$ cat config.mk
export PLATFORM = sky130hd
export DESIGN_NAME = sevenseg_scan_driver_flat
export DESIGN_NICKNAME = d
export VERILOG_FILES = /design/src/rtl/sevenseg_scan_driver_pkg.sv /design/src/rtl/sevenseg_scan_driver_if.sv /design/src/rtl/sevenseg_scan_driver_hex_to_7seg.sv /design/src/rtl/sevenseg_scan_driver.sv /design/src/flat_wrapper.sv
export SDC_FILE = /design/constraint.sdc
export NUM_CORES = 1
export LEC_CHECK = 0
export CORE_UTILIZATION = 53
export CTS_CLUSTER_DIAMETER = 200
export DETAILED_ROUTE_END_ITERATION = 12
export GPL_TIMING_DRIVEN = 0
export PLACE_DENSITY = 0.88
export SLEW_MARGIN = 20
export SYNTH_ARGS = -nofsm -noshare
export SYNTH_HDL_FRONTEND = slang
export SYNTH_SLANG_ARGS = --single-unit
$ cat constraint.sdc
create_clock -name clk -period 3.3 [get_ports clk]
set_input_delay 0.66 -clock clk [delete_from_list [all_inputs] [get_ports clk]]
set_output_delay 0.66 -clock clk [all_outputs]
set_load 0.005 [all_outputs]
$ cat src/rtl/sevenseg_scan_driver_pkg.sv
// Shared definitions for the seven-segment scan driver: digit count,
// blanked-segment pattern, hex-to-segment table and slot phase type.
// Latency: n/a (constants and a pure function). Backpressure: n/a.
package sevenseg_scan_driver_pkg;

  localparam int NUM_DIGITS = 8;

  // Active-low cathode pattern with every segment off.
  localparam logic [6:0] SEG_OFF = 7'h7F;

  // Active-high segments {g,f,e,d,c,b,a}, indexed by nibble value.
  // Listed from entry 15 (F) down to entry 0 (0).
  localparam logic [15:0][6:0] HEX7_TABLE = {
    7'h71, 7'h79, 7'h5E, 7'h39, 7'h7C, 7'h77, 7'h6F, 7'h7F,
    7'h07, 7'h7D, 7'h6D, 7'h66, 7'h4F, 7'h5B, 7'h06, 7'h3F
  };

  // Within a slot: anodes held off first, then the selected digit is driven.
  typedef enum logic {
    PH_BLANK = 1'b0,
    PH_DRIVE = 1'b1
  } slot_phase_e;

  function automatic logic [6:0] hex7(input logic [3:0] nib);
    return HEX7_TABLE[nib];
  endfunction

endpackage

$ cat src/rtl/sevenseg_scan_driver_if.sv
// Display content bus from the register block to the scan driver.
// Latency: n/a (wires only). Backpressure: none; the consumer samples once per frame.
// Signals: display (8 nibbles), digit_enable, decimal_point, brightness.
interface sevenseg_scan_driver_if
  import sevenseg_scan_driver_pkg::*;
#(
  parameter int BRIGHT_BITS = 3
);

  logic [4*NUM_DIGITS-1:0] display;
  logic [NUM_DIGITS-1:0]   digit_enable;
  logic [NUM_DIGITS-1:0]   decimal_point;
  logic [BRIGHT_BITS-1:0]  brightness;

  modport master (
    output display,
    output digit_enable,
    output decimal_point,
    output brightness
  );

  modport slave (
    input display,
    input digit_enable,
    input decimal_point,
    input brightness
  );

endinterface

$ cat src/rtl/sevenseg_scan_driver_hex_to_7seg.sv
// Nibble to active-high seven-segment pattern {g,f,e,d,c,b,a}, covering 0-9 and A-F.
// Latency: combinational. Backpressure: none.
// Ports: nibble_i (4-bit value), seg_o (7-bit active-high segments).
module hex_to_7seg
  import sevenseg_scan_driver_pkg::*;
(
  input  logic [3:0] nibble_i,
  output logic [6:0] seg_o
);

  assign seg_o = hex7(nibble_i);

endmodule

$ cat src/rtl/sevenseg_scan_driver.sv
// Time-multiplexed 8-digit common-anode display driver with per-frame input latching,
// anti-ghosting blank gap per slot and PWM brightness.
// Latency: all pins registered, one cycle behind counter/shadow state. Backpressure: none.
// Ports: clk, resetn (async active-low), disp_if (display/digit_enable/decimal_point/brightness),
//        frame_strobe (1-cycle pulse per frame load), seg/dp/anode (active-low board pins).
module sevenseg_scan_driver
  import sevenseg_scan_driver_pkg::*;
#(
  parameter int CLK_HZ       = 100_000_000,
  parameter int DIGIT_HZ     = 1000,
  parameter int BLANK_CYCLES = 64,
  parameter int BRIGHT_BITS  = 3
) (
  input  logic                    clk,
  input  logic                    resetn,
  sevenseg_scan_driver_if.slave   disp_if,
  output logic                    frame_strobe,
  output logic [6:0]              seg,
  output logic                    dp,
  output logic [NUM_DIGITS-1:0]   anode
);

  localparam int SLOT_CYCLES = CLK_HZ / DIGIT_HZ;
  localparam int SLOT_W      = (SLOT_CYCLES > 1) ? $clog2(SLOT_CYCLES) : 1;
  localparam int DIGIT_W     = $clog2(NUM_DIGITS);

  localparam logic [SLOT_W-1:0]  SLOT_LAST  = SLOT_W'(SLOT_CYCLES - 1);
  localparam logic [SLOT_W-1:0]  BLANK_END  = SLOT_W'(BLANK_CYCLES);
  localparam logic [DIGIT_W-1:0] DIGIT_LAST = DIGIT_W'(NUM_DIGITS - 1);

  // A blank gap covering the whole slot would never light anything.
  generate
    if (BLANK_CYCLES >= SLOT_CYCLES) begin : g_bad_blank
      $error("BLANK_CYCLES must be smaller than CLK_HZ/DIGIT_HZ");
    end
  endgenerate

  // Scan counters
  logic [SLOT_W-1:0]      slot_cnt_q,  slot_cnt_d;
  logic [DIGIT_W-1:0]     digit_q,     digit_d;
  logic [BRIGHT_BITS-1:0] pwm_cnt_q,   pwm_cnt_d;

  // Frame shadow of the input bus
  logic [4*NUM_DIGITS-1:0] shadow_disp_q,   shadow_disp_d;
  logic [NUM_DIGITS-1:0]   shadow_en_q,     shadow_en_d;
  logic [NUM_DIGITS-1:0]   shadow_dp_q,     shadow_dp_d;
  logic [BRIGHT_BITS-1:0]  shadow_bright_q, shadow_bright_d;

  // Output registers
  logic                  frame_strobe_q, frame_strobe_d;
  logic [6:0]            seg_q,          seg_d;
  logic                  dp_q,           dp_d;
  logic [NUM_DIGITS-1:0] anode_q,        anode_d;

  slot_phase_e phase;
  logic        slot_wrap;
  logic        frame_wrap;
  logic        digit_on;
  logic        pwm_on;
  logic [3:0]  cur_nibble;
  logic [6:0]  cur_seg_hi;

  assign cur_nibble = shadow_disp_q[{digit_q, 2'b00} +: 4];

  hex_to_7seg u_hex (
    .nibble_i (cur_nibble),
    .seg_o    (cur_seg_hi)
  );

  always_comb begin
    slot_cnt_d      = slot_cnt_q;
    digit_d         = digit_q;
    pwm_cnt_d       = pwm_cnt_q + BRIGHT_BITS'(1);
    shadow_disp_d   = shadow_disp_q;
    shadow_en_d     = shadow_en_q;
    shadow_dp_d     = shadow_dp_q;
    shadow_bright_d = shadow_bright_q;
    frame_strobe_d  = 1'b0;
    seg_d           = SEG_OFF;
    dp_d            = 1'b1;
    anode_d         = '1;
    phase           = PH_BLANK;

    slot_wrap  = (slot_cnt_q == SLOT_LAST);
    frame_wrap = slot_wrap && (digit_q == DIGIT_LAST);

    if (slot_wrap) begin
      slot_cnt_d = '0;
      digit_d    = frame_wrap ? '0 : digit_q + DIGIT_W'(1);
    end else begin
      slot_cnt_d = slot_cnt_q + SLOT_W'(1);
    end

    // Latch a whole frame at once so a digit never mixes old and new content.
    if (frame_wrap) begin
      shadow_disp_d   = disp_if.display;
      shadow_en_d     = disp_if.digit_enable;
      shadow_dp_d     = disp_if.decimal_point;
      shadow_bright_d = disp_if.brightness;
      frame_strobe_d  = 1'b1;
    end

    phase    = (slot_cnt_q < BLANK_END) ? PH_BLANK : PH_DRIVE;
    digit_on = shadow_en_q[digit_q];
    pwm_on   = (pwm_cnt_q <= shadow_bright_q);

    // Cathodes carry the digit for the whole slot, so they are settled
    // before the anode turns on at the end of the blank gap.
    if (digit_on) begin
      seg_d = ~cur_seg_hi;
      dp_d  = ~shadow_dp_q[digit_q];
    end

    if (phase == PH_DRIVE && digit_on && pwm_on) begin
      anode_d[digit_q] = 1'b0;
    end
  end

  always_ff @(posedge clk or negedge resetn) begin
    if (!resetn) begin
      // Parked on the last slot of the last digit so the first edge loads a frame.
      slot_cnt_q      <= SLOT_LAST;
      digit_q         <= DIGIT_LAST;
      pwm_cnt_q       <= '0;
      shadow_disp_q   <= '0;
      shadow_en_q     <= '0;
      shadow_dp_q     <= '0;
      shadow_bright_q <= '0;
      frame_strobe_q  <= 1'b0;
      seg_q           <= SEG_OFF;
      dp_q            <= 1'b1;
      anode_q         <= '1;
    end else begin
      slot_cnt_q      <= slot_cnt_d;
      digit_q         <= digit_d;
      pwm_cnt_q       <= pwm_cnt_d;
      shadow_disp_q   <= shadow_disp_d;
      shadow_en_q     <= shadow_en_d;
      shadow_dp_q     <= shadow_dp_d;
      shadow_bright_q <= shadow_bright_d;
      frame_strobe_q  <= frame_strobe_d;
      seg_q           <= seg_d;
      dp_q            <= dp_d;
      anode_q         <= anode_d;
    end
  end

  assign frame_strobe = frame_strobe_q;
  assign seg          = seg_q;
  assign dp           = dp_q;
  assign anode        = anode_q;

endmodule

$ cat src/flat_wrapper.sv
// flat-port wrapper written by rule: the top's interface ports become plain ports
module sevenseg_scan_driver_flat import sevenseg_scan_driver_pkg::*;
#(
  parameter int CLK_HZ       = 100_000_000,
  parameter int DIGIT_HZ     = 1000,
  parameter int BLANK_CYCLES = 64,
  parameter int BRIGHT_BITS  = 3
)
  (clk, resetn, frame_strobe, seg, dp, anode, disp_if_display, disp_if_digit_enable, disp_if_decimal_point, disp_if_brightness);
  sevenseg_scan_driver_if #(.BRIGHT_BITS(BRIGHT_BITS)) disp_if_i ();
  input  logic clk;
  input  logic resetn;
  output logic frame_strobe;
  output logic [6:0] seg;
  output logic dp;
  output logic [NUM_DIGITS-1:0] anode;
  input wire logic [$bits(disp_if_i.display)-1:0] disp_if_display;
  input wire logic [$bits(disp_if_i.digit_enable)-1:0] disp_if_digit_enable;
  input wire logic [$bits(disp_if_i.decimal_point)-1:0] disp_if_decimal_point;
  input wire logic [$bits(disp_if_i.brightness)-1:0] disp_if_brightness;
  assign disp_if_i.display = disp_if_display;
  assign disp_if_i.digit_enable = disp_if_digit_enable;
  assign disp_if_i.decimal_point = disp_if_decimal_point;
  assign disp_if_i.brightness = disp_if_brightness;
  sevenseg_scan_driver #(.CLK_HZ(CLK_HZ), .DIGIT_HZ(DIGIT_HZ), .BLANK_CYCLES(BLANK_CYCLES), .BRIGHT_BITS(BRIGHT_BITS)) u_core (.clk(clk), .resetn(resetn), .disp_if(disp_if_i), .frame_strobe(frame_strobe), .seg(seg), .dp(dp), .anode(anode));
endmodule
==> impl_metrics.py <==
metrics = {
    "cells_and_area": {
        "utilization": 0.685,
        "area_growth_pct": 25.0,
        "antenna_cells": 0,
        "final_layout_size_suffix_gt1_frac": 0.187,
        "stdcell_area_mm2": 0.00530,
        "nets": 468,
    },
    "synth": {
        "seq_area_frac_synth": 0.546,
        "postSynthAreaPerCell_um2": 13.2,
        "syn_area_mm2": 0.00424,
        "syn-num-nets": 388,
        "ys_top_cells_by_area": "dfrtp_1, dfstp_2, mux2_1",
        "synth_cells": 322,
        "synth_edf_count": 0,
        "yosysTopAreaCellShare": 0.366,
        "async_reset_ff_frac": 1.00,
        "yosysWarnings": 0,
        "yosys.area.top_type": "dfrtp_1",
        "ys_seq_elements": 91,
        "synth_flop_cell": "dfrtp_1",
        "ys_types": 48,
    },
    "power_and_ir_drop": {
        "power.density_mw_per_mm2": 386,
        "p_total_w": 0.00204,
        "p_leak_nw": 2.43,
        "ir_drop_uv": 231,
    },
    "die": {
        "die_w_um": 91.4,
        "die_h_um": 91.4,
        "initial_utilization": 0.548,
        "dieArea_mm2": 0.00836,
        "num_rows": 32,
        "boundaryPins": 70,
        "core_mm2": 0.00773,
    },
    "place": {
        "routabilityCongestion": 0.872,
        "io_buffer_count": 69,
        "placed_area_mm2": 0.00507,
        "hpwl_mm": 6.16,
    },
    "timing": {
        "max_freq_mhz": 340,
        "worst_pin_slew_ps": 663,
        "finalSetupTns_ps": 0,
        "clock_skew_ps": 8.24,
        "min_period_ps": 2940,
        "maxSlewHeadroom": 0.558,
        "period_share": 0.890,
        "rsz0062_at_grt": "false",
        "setup-violations-final": 0,
        "hold_viol": 0,
        "drv_slew": 0,
    },
    "cts": {
        "clockBufferDepth": 2,
        "cts-root-buf": "clkbuf_8",
        "cts_resized": 0,
        "cts_setup_buffers": 0,
        "htree_num_levels": 3,
        "numCtsBuffers": 9,
        "cts_tree": "done",
        "cts_sinks": 91,
        "postCtsHoldBufs": 0,
        "clk_pin_slew_ps": 90,
        "insertion_delay_ps": 360,
    },
    "drt": {
        "routed_via_density": 5.54,
        "drtAntennaViolNets": 0,
        "route.detailed.drc": 0,
        "via_count": 2822,
        "drtIter0Drc": 139,
        "wl_met3_um": 425,
        "wl_met1_mm": 3.62,
        "highest_layer": "met4",
        "met2WireLength_mm": 4.48,
        "totalWireLength_mm": 8.68,
        "dr.pass1.iters": 4,
        "wl_per_cell_um": 17.1,
    },
    "worst_setup_path": {
        "crit_required_ps": 3570,
        "cp-end-kind": "flip-flop",
        "crit_type": "reg2reg",
        "arrival_ps": 3210,
        "cp_max_fo": 19,
        "cp-start-kind": "flip-flop",
    },
    "run": {
        "cap_viol_max_count": 0,
    },
    "global_route": {
        "grt_pass1_vias": 2950,
        "grt_pass1_wl_mm": 14.7,
        "grt_max_degree": 51,
        "antenna_found_initial": 0,
        "grt_overflow": 0,
        "grt_use_total": 0.230,
    },
    "hold_path": {
        "hp-class": "in2async",
    },
    "status": {
        "run_status": "completed",
    },
}
[sequential cells by signal, indices dropped and copies added, names as in the netlist, 3 cells and up]
name / flops
u_core.anode: 8
u_core.digit_q: 3
u_core.pwm_cnt_q: 3
u_core.seg: 7
u_core.shadow_bright_q: 3
u_core.shadow_disp_q: 32
u_core.shadow_dp_q: 8
u_core.shadow_en_q: 8
u_core.slot_cnt_q: 17
[through the flow]
stage          hold WS [ps]  instances  worst slack [ps]
4_1_cts                 339        509               350
6_report                327        509               363
2_1_floorplan           364        322               617
3_3_place_gp            432        493             -1500
3_5_place_dp            471        494              6.18
5_1_grt                 381        509               149
[cells by family after synthesis]
family	Yosys count	share of synthesized area
AOI/OAI and AO/OA	27	0.0481
xor gates and xnor gates	16	0.0331
and+or+nand+nor	84	0.102
buffers and inverters	23	0.0357
adders and majority gates	13	0.0384
muxes	68	0.197
DFF	91	0.546
[critical path, stage by stage (launching register included)]
cell and delay [ps]:
dfstp_2 540, buf_2 390, mux4_2 380, mux2i_1 500, inv_1 160, ha_1 260
inv_1 80, nor2_1 70, a2111oi_2 310, o21ai_0 140
[cell type report]
class	instances	area [um^2]
clock inverters	6	88.8
clock buffers	10	138
plain buffers	12	110
fillers	535	2430
well taps	102	128
flip-flops and latches	91	2310
inverters	10	37.5
repair buffers	70	708
multi-input cells	208	1770
[path summary, 6_finish.rpt]
path	startpoint	to	slack [ps]	depth (start not counted)
max	u_core.digit_q[1]	u_core.seg[3]	360	9
min	resetn	u_core.shadow_disp_q[0]	330	1
max reg2reg	u_core.digit_q[1]	u_core.seg[3]	360	9
min reg2reg	u_core.shadow_disp_q[18]	u_core.shadow_disp_q[18]	490	1
max in group asynchronous	resetn	u_core.anode[7]	2270	2
min in group clk	u_core.shadow_disp_q[18]	u_core.shadow_disp_q[18]	490	1
[power breakdown]
group | total, W | switching (W) | leakage, nW | internal, W
clock network | 0.000841 | 0.000394 | 0.108 | 0.000447
logic | 0.0000875 | 0.0000315 | 1.17 | 0.0000560
registers | 0.00112 | 0 | 1.15 | 0.00112
total | 0.00204 | 0.000425 | 2.43 | 0.00162
[metal layers]
layer / GRT usage / vias to the layer above
met5: 0 / -
met4: 0.0873 / 0
met3: 0.0369 / 13
met2: 0.382 / 84
met1: 0.304 / 1419
li1: - / 1306
[cells in the mapped netlist, drive strengths merged (2+ instances only)]
| cell type | instances |
|---|---|
| nor3 | 6 |
| and2 | 2 |
| a21oi | 3 |
| nor2b | 3 |
| o21ai | 9 |
| a311o | 2 |
| nand2 | 19 |
| nand4 | 4 |
| dfstp | 29 |
| mux4 | 7 |
| xnor2 | 7 |
| dfrtp | 62 |
| mux2i | 9 |
| a221o | 2 |
| and3 | 4 |
| nor4 | 4 |
| nand2b | 4 |
| mux2 | 52 |
| inv | 10 |
| o211ai | 2 |
| xor2 | 9 |
| nand3 | 16 |
| nor2 | 17 |
| buf | 11 |
| ha | 13 |
| clkbuf | 2 |
[placed cells by master, fill, tap and decap left out, types with 3 or more instances in the layout]
cell,instances
and3_1,4
xor2_1,9
nor3_1,6
nand3_1,16
xnor2_1,7
clkdlybuf4s50_1,68
nor2_1,17
o21ai_0,9
buf_6,8
nor2b_1,3
dfstp_2,29
mux2i_1,9
mux2_2,5
nand2b_1,4
mux2_1,47
nand2_1,18
dfrtp_1,62
mux4_2,7
inv_1,9
clkbuf_8,10
nor4_1,3
nand4_1,4
ha_1,13
Note: power is estimated with default switching activity, not from simulation.
